<file path="src/rtl/vga_fb_pkg.sv">
// =============================================================================
// vga_fb_pkg : shared types and constants for the frame-buffer scheduler
// Revision   : 1.0
// =============================================================================
`default_nettype none

package vga_fb_pkg;

  localparam int DEF_H_ACTIVE = 640;
  localparam int DEF_V_ACTIVE = 480;
  localparam int DEF_PIX_W    = 24;
  localparam int FRAME_PIX    = DEF_H_ACTIVE * DEF_V_ACTIVE;

  typedef logic [DEF_PIX_W-1:0] pixel_t;

  typedef logic [1:0] state_t;
  localparam state_t S_IDLE  = 2'd0;
  localparam state_t S_RUN   = 2'd1;
  localparam state_t S_FLUSH = 2'd2;

  function automatic int frame_pix(input int h, input int v);
    return h * v;
  endfunction

endpackage

`default_nettype wire

</file>
<file path="src/rtl/vga_pix_fifo.sv">
// =============================================================================
// vga_pix_fifo : synchronous pixel FIFO with flush and registered read data
// Revision     : 1.0
// =============================================================================
`default_nettype none

module vga_pix_fifo
  import vga_fb_pkg::*;
#(
  parameter int W     = DEF_PIX_W,
  parameter int DEPTH = 16
) (
  input  logic                       i_clk,
  input  logic                       i_rst_n,
  input  logic                       i_flush,
  input  logic                       i_push,
  input  logic [W-1:0]               i_push_data,
  input  logic                       i_pop,
  output logic [W-1:0]               o_rdata,
  output logic [$clog2(DEPTH):0]     o_level,
  output logic                       o_empty
);

  localparam int AW = $clog2(DEPTH);
  localparam logic [AW:0] DEPTH_L = (AW+1)'(DEPTH);

  logic [W-1:0]  mem_q [DEPTH];
  logic [AW-1:0] wptr_q, wptr_d;
  logic [AW-1:0] rptr_q, rptr_d;
  logic [AW:0]   level_q, level_d;
  logic [W-1:0]  rdata_q, rdata_d;
  logic          do_pop;

  always_comb begin
    do_pop  = i_pop && (level_q != '0);
    rdata_d = rdata_q;
    // A pop against an empty FIFO presents black rather than stale data.
    if (i_pop) rdata_d = do_pop ? mem_q[rptr_q] : '0;

    wptr_d  = wptr_q;
    rptr_d  = rptr_q;
    level_d = level_q;
    if (i_flush) begin
      wptr_d  = '0;
      rptr_d  = '0;
      level_d = '0;
    end else begin
      if (i_push) wptr_d = wptr_q + 1'b1;
      if (do_pop) rptr_d = rptr_q + 1'b1;
      case ({i_push, do_pop})
        2'b10:   level_d = level_q + 1'b1;
        2'b01:   level_d = level_q - 1'b1;
        default: level_d = level_q;
      endcase
    end
  end

  always_ff @(posedge i_clk) begin
    if (!i_rst_n) begin
      wptr_q  <= '0;
      rptr_q  <= '0;
      level_q <= '0;
      rdata_q <= '0;
    end else begin
      wptr_q  <= wptr_d;
      rptr_q  <= rptr_d;
      level_q <= level_d;
      rdata_q <= rdata_d;
    end
  end

  always_ff @(posedge i_clk) begin
    if (i_push && !i_flush) mem_q[wptr_q] <= i_push_data;
  end

  always_ff @(posedge i_clk) begin
    if (i_rst_n) assert (level_q <= DEPTH_L);
  end

  assign o_rdata = rdata_q;
  assign o_level = level_q;
  assign o_empty = (level_q == '0);

endmodule

`default_nettype wire

</file>
<file path="src/rtl/vga_fb_scheduler.sv">
// =============================================================================
// vga_fb_scheduler : single-port frame-buffer arbiter, display prefetch vs writer
// Revision         : 1.0
// =============================================================================
`default_nettype none

module vga_fb_scheduler
  import vga_fb_pkg::*;
#(
  parameter int H_ACTIVE   = DEF_H_ACTIVE,
  parameter int V_ACTIVE   = DEF_V_ACTIVE,
  parameter int ADDR_W     = 19,
  parameter int PIX_W      = DEF_PIX_W,
  parameter int RD_LAT     = 2,
  parameter int FIFO_DEPTH = 16,
  parameter int LOW_WM     = 6
) (
  input  logic              i_clk,
  input  logic              i_rst_n,
  input  logic              i_frame_start,
  input  logic              i_request,
  output logic [PIX_W-1:0]  o_color,
  output logic              o_underflow,
  input  logic              i_wr_valid,
  input  logic [ADDR_W-1:0] i_wr_addr,
  input  logic [PIX_W-1:0]  i_wr_data,
  output logic              o_wr_ready,
  output logic              o_mem_en,
  output logic              o_mem_we,
  output logic [ADDR_W-1:0] o_mem_addr,
  output logic [PIX_W-1:0]  o_mem_wdata,
  input  logic [PIX_W-1:0]  i_mem_rdata
);

  localparam int LVL_W  = $clog2(FIFO_DEPTH) + 1;
  localparam int CRED_W = LVL_W + 3;
  localparam logic [ADDR_W:0]   FRAME_L = (ADDR_W+1)'(frame_pix(H_ACTIVE, V_ACTIVE));
  localparam logic [CRED_W-1:0] DEPTH_C = CRED_W'(FIFO_DEPTH);
  localparam logic [CRED_W-1:0] LOW_C   = CRED_W'(LOW_WM);

  state_t            state_q, state_d;
  logic [ADDR_W:0]   rd_addr_q, rd_addr_d;
  logic              epoch_q, epoch_d;
  logic              rd_tag_q, rd_tag_d;
  logic [RD_LAT-1:0] vld_q, vld_d;
  logic [RD_LAT-1:0] tag_q, tag_d;
  logic              mem_en_q, mem_en_d;
  logic              mem_we_q, mem_we_d;
  logic [ADDR_W-1:0] mem_addr_q, mem_addr_d;
  logic [PIX_W-1:0]  mem_wdata_q, mem_wdata_d;
  logic              underflow_q, underflow_d;

  logic [CRED_W-1:0] inflight, credit;
  logic [LVL_W-1:0]  fifo_level;
  logic              fifo_empty, push, rd_legal, do_rd, do_wr;

  vga_pix_fifo #(.W(PIX_W), .DEPTH(FIFO_DEPTH)) u_fifo (
    .i_clk       (i_clk),
    .i_rst_n     (i_rst_n),
    .i_flush     (i_frame_start),
    .i_push      (push),
    .i_push_data (i_mem_rdata),
    .i_pop       (i_request),
    .o_rdata     (o_color),
    .o_level     (fifo_level),
    .o_empty     (fifo_empty)
  );

  always_comb begin
    // Outstanding reads: the one on the SRAM pins plus every tracked return slot.
    inflight = CRED_W'(mem_en_q & ~mem_we_q);
    for (int i = 0; i < RD_LAT; i++) inflight = inflight + CRED_W'(vld_q[i]);
    credit = CRED_W'(fifo_level) + inflight;

    rd_legal = (state_q == S_RUN) && !i_frame_start &&
               (credit < DEPTH_C) && (rd_addr_q < FRAME_L);
    do_rd    = rd_legal && ((credit < LOW_C) || !i_wr_valid);
    do_wr    = i_wr_valid && !do_rd;

    push = vld_q[RD_LAT-1] && (tag_q[RD_LAT-1] == epoch_q);

    vld_d[0] = mem_en_q & ~mem_we_q;
    tag_d[0] = rd_tag_q;
    for (int i = 1; i < RD_LAT; i++) begin
      vld_d[i] = vld_q[i-1];
      tag_d[i] = tag_q[i-1];
    end

    mem_en_d    = do_rd || do_wr;
    mem_we_d    = do_wr;
    mem_addr_d  = mem_addr_q;
    mem_wdata_d = mem_wdata_q;
    rd_tag_d    = epoch_q;
    if (do_rd) begin
      mem_addr_d = rd_addr_q[ADDR_W-1:0];
    end else if (do_wr) begin
      mem_addr_d  = i_wr_addr;
      mem_wdata_d = i_wr_data;
    end

    rd_addr_d = rd_addr_q;
    if (i_frame_start)  rd_addr_d = '0;
    else if (do_rd)     rd_addr_d = rd_addr_q + 1'b1;

    // A repeated frame start inside the flush must not re-validate old reads.
    epoch_d = epoch_q;
    if (i_frame_start && (state_q != S_FLUSH)) epoch_d = ~epoch_q;

    underflow_d = underflow_q;
    if (i_frame_start)                 underflow_d = 1'b0;
    else if (i_request && fifo_empty)  underflow_d = 1'b1;

    state_d = state_q;
    case (state_q)
      S_IDLE:  if (i_frame_start) state_d = S_FLUSH;
      S_RUN:   if (i_frame_start) state_d = S_FLUSH;
      S_FLUSH: if (!i_frame_start && (inflight == '0)) state_d = S_RUN;
      default: state_d = S_IDLE;
    endcase
  end

  always_ff @(posedge i_clk) begin
    if (!i_rst_n) begin
      state_q     <= S_IDLE;
      rd_addr_q   <= '0;
      epoch_q     <= 1'b0;
      rd_tag_q    <= 1'b0;
      vld_q       <= '0;
      tag_q       <= '0;
      mem_en_q    <= 1'b0;
      mem_we_q    <= 1'b0;
      mem_addr_q  <= '0;
      mem_wdata_q <= '0;
      underflow_q <= 1'b0;
    end else begin
      state_q     <= state_d;
      rd_addr_q   <= rd_addr_d;
      epoch_q     <= epoch_d;
      rd_tag_q    <= rd_tag_d;
      vld_q       <= vld_d;
      tag_q       <= tag_d;
      mem_en_q    <= mem_en_d;
      mem_we_q    <= mem_we_d;
      mem_addr_q  <= mem_addr_d;
      mem_wdata_q <= mem_wdata_d;
      underflow_q <= underflow_d;
    end
  end

  // Ready marks the cycle the write is accepted; the access itself leaves registered.
  assign o_wr_ready  = do_wr && i_rst_n;
  assign o_mem_en    = mem_en_q;
  assign o_mem_we    = mem_we_q;
  assign o_mem_addr  = mem_addr_q;
  assign o_mem_wdata = mem_wdata_q;
  assign o_underflow = underflow_q;

endmodule

`default_nettype wire

</file>
<file path="config.mk">
export PLATFORM = sky130hd
export DESIGN_NAME = vga_fb_scheduler
export DESIGN_NICKNAME = d
export VERILOG_FILES = /design/src/rtl/vga_fb_pkg.sv /design/src/rtl/vga_pix_fifo.sv /design/src/rtl/vga_fb_scheduler.sv
export SDC_FILE = /design/constraint.sdc
export NUM_CORES = 1
export LEC_CHECK = 0
export CAP_MARGIN = 20
export CORE_MARGIN = 2
export CORE_UTILIZATION = 62
export CTS_CLUSTER_SIZE = 10
export DETAILED_ROUTE_END_ITERATION = 16
export HOLD_SLACK_MARGIN = 0.12
export PLACE_DENSITY = 0.84
export SKIP_LAST_GASP = 1
export SYNTH_ARGS = -nofsm -noshare
export SYNTH_HDL_FRONTEND = slang
export SYNTH_SLANG_ARGS = --single-unit
</file>
<file path="constraint.sdc">
create_clock -name i_clk -period 7.7 [get_ports i_clk]
set_input_delay 1.155 -clock i_clk [delete_from_list [all_inputs] [get_ports i_clk]]
set_output_delay 1.155 -clock i_clk [all_outputs]
set_load 0.02 [all_outputs]
</file>
==> key figures <==
Outcome
  – Status: completed

Min path
  – Hold path cells: 1
  – Hold Path Sink: tag_q[0]
  – Hold Crit Class: register to register
  – HP Start: rd_tag_q

Clocking
  – CTS Sinks: 499
  – Number of setup buffers added after CTS: 0
  – CTS Buf Count: 56
  – Clock Root Buffer: clkbuf_16
  – Worst-Skew Late Latency: 0.59 ns
  – Post-CTS resize count: 0
  – Clock buffer depth: 3
  – Hold_buf cts: 0
  – CTS tree: yes
  – Htree depth: 2
  – Clock transition at path regs: 0.05 ns

Timing
  – RSZ-0062 raised after global routing: false
  – Final hold violations: 0
  – Rel. slew slack: 0.310
  – Setup TNS: 0 ns
  – PnR worst setup slack: 2.15 ns
  – Peak Freq: 180 MHz
  – # setup viols final: 0
  – Hold Worst Slack: 0.433 ns
  – Clock skew: 0.0340 ns
  – Worst-Margin Slew: 1.03 ns
  – Period Utilization, post-route: 0.721
  – Minimum clock period: 5.55 ns
  – Max Slew Vio Count: 0

Global route
  – Gr usage total: 0.286
  – Initial antenna violation count: 0
  – GRT overflow: 0
  – Largest net degree at the start of global routing: 88
  – First-pass GRT wire length: 65700 um
  – Vias in the first global route: 10700

Run
  – Max-Cap Viols: 0

Place
  – Post-placement setup slack: 2.57 ns
  – Placer Congestion: 0.796
  – Port Buffers: 142
  – Placed inst area: 20900 um^2
  – Post-detail-place hpwl: 22700 um
  – Cell count after placement: 1540

Floorplanning
  – FP Rows: 64
  – DIE WIDTH: 179 um
  – Initial Utilization: 0.626
  – DIE AREA: 32100 um^2
  – Core box area: 30300 um^2
  – Die H: 179 um
  – # IOs: 143

Worst setup path
  – Reg2reg end: rd_addr_q[14]
  – FF-to-FF path depth: 10
  – Critical-path maximum fanout: 50
  – Reg2reg setup slack: 3.80 ns
  – Endpoint class of the critical path: output pin
  – Arr. time, crit path: 4.40 ns
  – RR Startpoint: o_mem_en
  – CP required: 6.55 ns
  – Crit start category: register
  – Critical path class: register to output pin

Drt
  – Routed WL per cell: 27.3 um
  – Initial DRC count: 1196
  – Number of vias per cell: 6.51
  – Routed Antenna Nets: 0
  – 1st-pass router iterations: 5
  – Post-Route WL: 44900 um
  – Total number of vias: 10700
  – # DRC: 0

Cells and area
  – N_diodes: 0
  – Area delta synth->final: 19.3%
  – Fin cells: 1641
  – Layout cells sized above 1: 0.188
  – Post-layout util: 0.747
  – Fillers: 1667
  – Fin nets: 1290
  – Design Area, Final: 22700 um^2

Logic synthesis
  – Avg Inst Size Synth: 18.3 um^2
  – Cell variety after synth: 41
  – Net Count, Synth: 1124
  – Syn Inst Count: 1038
  – Warnings from Yosys: 0
  – Mapped Area: 19000 um^2
  – Seq cells post-synth: 499
  – Seq/Total Area, Yosys: 0.728

Power and ir drop
  – Worst vdd ir: 0.000202 V
  – Leakage: 7.19 nW
  – PwrDens: 245 nW/um^2
  – Tot Pwr: 5.55 mW
## cell usage in the layout, fill, tap and decap left out, types with 4 or more instances in the layout
cell type	count
a21o_1	12
a21oi_1	24
a221o_1	8
a22o_1	11
a32o_1	24
and2_1	23
buf_4	25
clkbuf_1	36
clkbuf_16	57
clkdlybuf4s50_1	141
dfxtp_1	112
edfxtp_1	384
ha_1	11
inv_1	13
mux4_2	120
nand2_1	44
nand3_1	30
nand4_1	5
nor2_1	30
nor2_2	16
nor2b_1	4
nor3_1	4
o21ai_0	35
o21ai_1	4
o31ai_1	4
or3_1	11
xnor2_1	8
xor2_1	8
## cells by family (layout without fill, tap and decap cells)
family          Yosys count  after routing  share of synthesized area
compound gates          128            128                     0.0474
xor+xnor                 16             16                    0.00738
fa+ha+maj                14             14                     0.0104
buf+inv                  74            281                     0.0152
flops                   499            499                      0.728
mux                     122            122                      0.143
simple gates            185            185                     0.0481
## power breakdown
part	leakage (nW)	internal (mW)	total, mW	switching (mW)
combinational	2.00	0.0791	0.172	0.0928
sequential	4.39	2.91	2.92	0.0104
clock	0.803	1.44	2.45	1.02
total	7.19	4.43	5.55	1.12
## registers in the layout (all words and copies together) (netlist names), 4 cells and up, named ones only
signal          count
o_mem_addr         19
o_mem_wdata        24
rd_addr_q          20
u_fifo.mem_q      384
u_fifo.o_level      5
u_fifo.o_rdata     24
u_fifo.rptr_q       4
u_fifo.wptr_q       4
## worst max-delay path, cell delays in order, from the launching register on
cell,delay [ns]
dfxtp_1,0.32
nor2b_1,0.21
fa_1,0.50
and2_1,0.19
fa_1,0.43
a31oi_1,0.19
a21oi_1,0.07
or2_1,0.28
o41a_1,0.43
buf_4,0.26
and2_1,0.21
buf_4,0.20
clkdlybuf4s50_1,0.55
## per-layer routing
layer	share of wire	global-route usage	up-vias	wire length (um)
met2	0.51	0.474	628	22800
met5	0	0	-	0
met1	0.37	0.372	5413	16400
met3	0.084	0.0551	137	3780
li1	-	-	4498	-
met4	0.041	0.129	0	1850
## synthesized netlist by cell type
cell type / count / share of area
a21o_1: 12 / 0.0047
a21oi_1: 24 / 0.0063
a221o_1: 8 / 0.0042
a22o_1: 11 / 0.0051
a31oi_1: 2 / 0.00066
a32o_1: 24 / 0.013
and2_1: 23 / 0.0076
and3_1: 3 / 0.00099
and4_1: 3 / 0.0014
buf_1: 4 / 0.00079
buf_2: 8 / 0.0021
clkbuf_1: 49 / 0.0097
dfxtp_1: 115 / 0.12
edfxtp_1: 384 / 0.61
fa_1: 3 / 0.0032
ha_1: 11 / 0.0072
inv_1: 13 / 0.0026
mux2i_1: 2 / 0.0011
mux4_2: 120 / 0.14
nand2_1: 44 / 0.0087
nand3_1: 30 / 0.0079
nand3b_1: 1 / 0.00040
nand4_1: 5 / 0.0016
nor2_1: 46 / 0.0091
nor2b_1: 6 / 0.0020
nor3_1: 4 / 0.0011
nor3b_1: 2 / 0.00079
nor4_1: 2 / 0.00066
nor4b_2: 1 / 0.00079
o211ai_1: 1 / 0.00040
o21a_1: 1 / 0.00040
o21ai_0: 35 / 0.0092
o21ai_1: 4 / 0.0011
o31a_1: 1 / 0.00046
o31ai_1: 4 / 0.0016
o41a_1: 1 / 0.00059
or2_1: 1 / 0.00033
or3_1: 11 / 0.0036
or4_1: 3 / 0.0012
xnor2_1: 8 / 0.0037
xor2_1: 8 / 0.0037
## worst max path at each step
| stage | cells past startpoint | from | to |
|---|---|---|---|
| 2_1_floorplan | 10 | o_mem_en | o_wr_ready |
| 3_3_place_gp | 9 | i_frame_start | o_wr_ready |
| 3_5_place_dp | 9 | i_frame_start | o_wr_ready |
| 4_1_cts | 12 | o_mem_en | o_wr_ready |
| 5_1_grt | 12 | o_mem_en | o_wr_ready |
| 6_report | 12 | o_mem_en | o_wr_ready |
## layout make-up
type	count	area [um^2]	area share
inverter	13	48.8	0.00215
tap	396	495	0.0219
timing repair buffer	169	1660	0.0732
multi-input combinational	465	4920	0.217
clock inverter	3	90.1	0.00398
sequential	499	13800	0.611
clock buffer	96	1600	0.0707
Note: power is estimated with default switching activity, not from simulation.
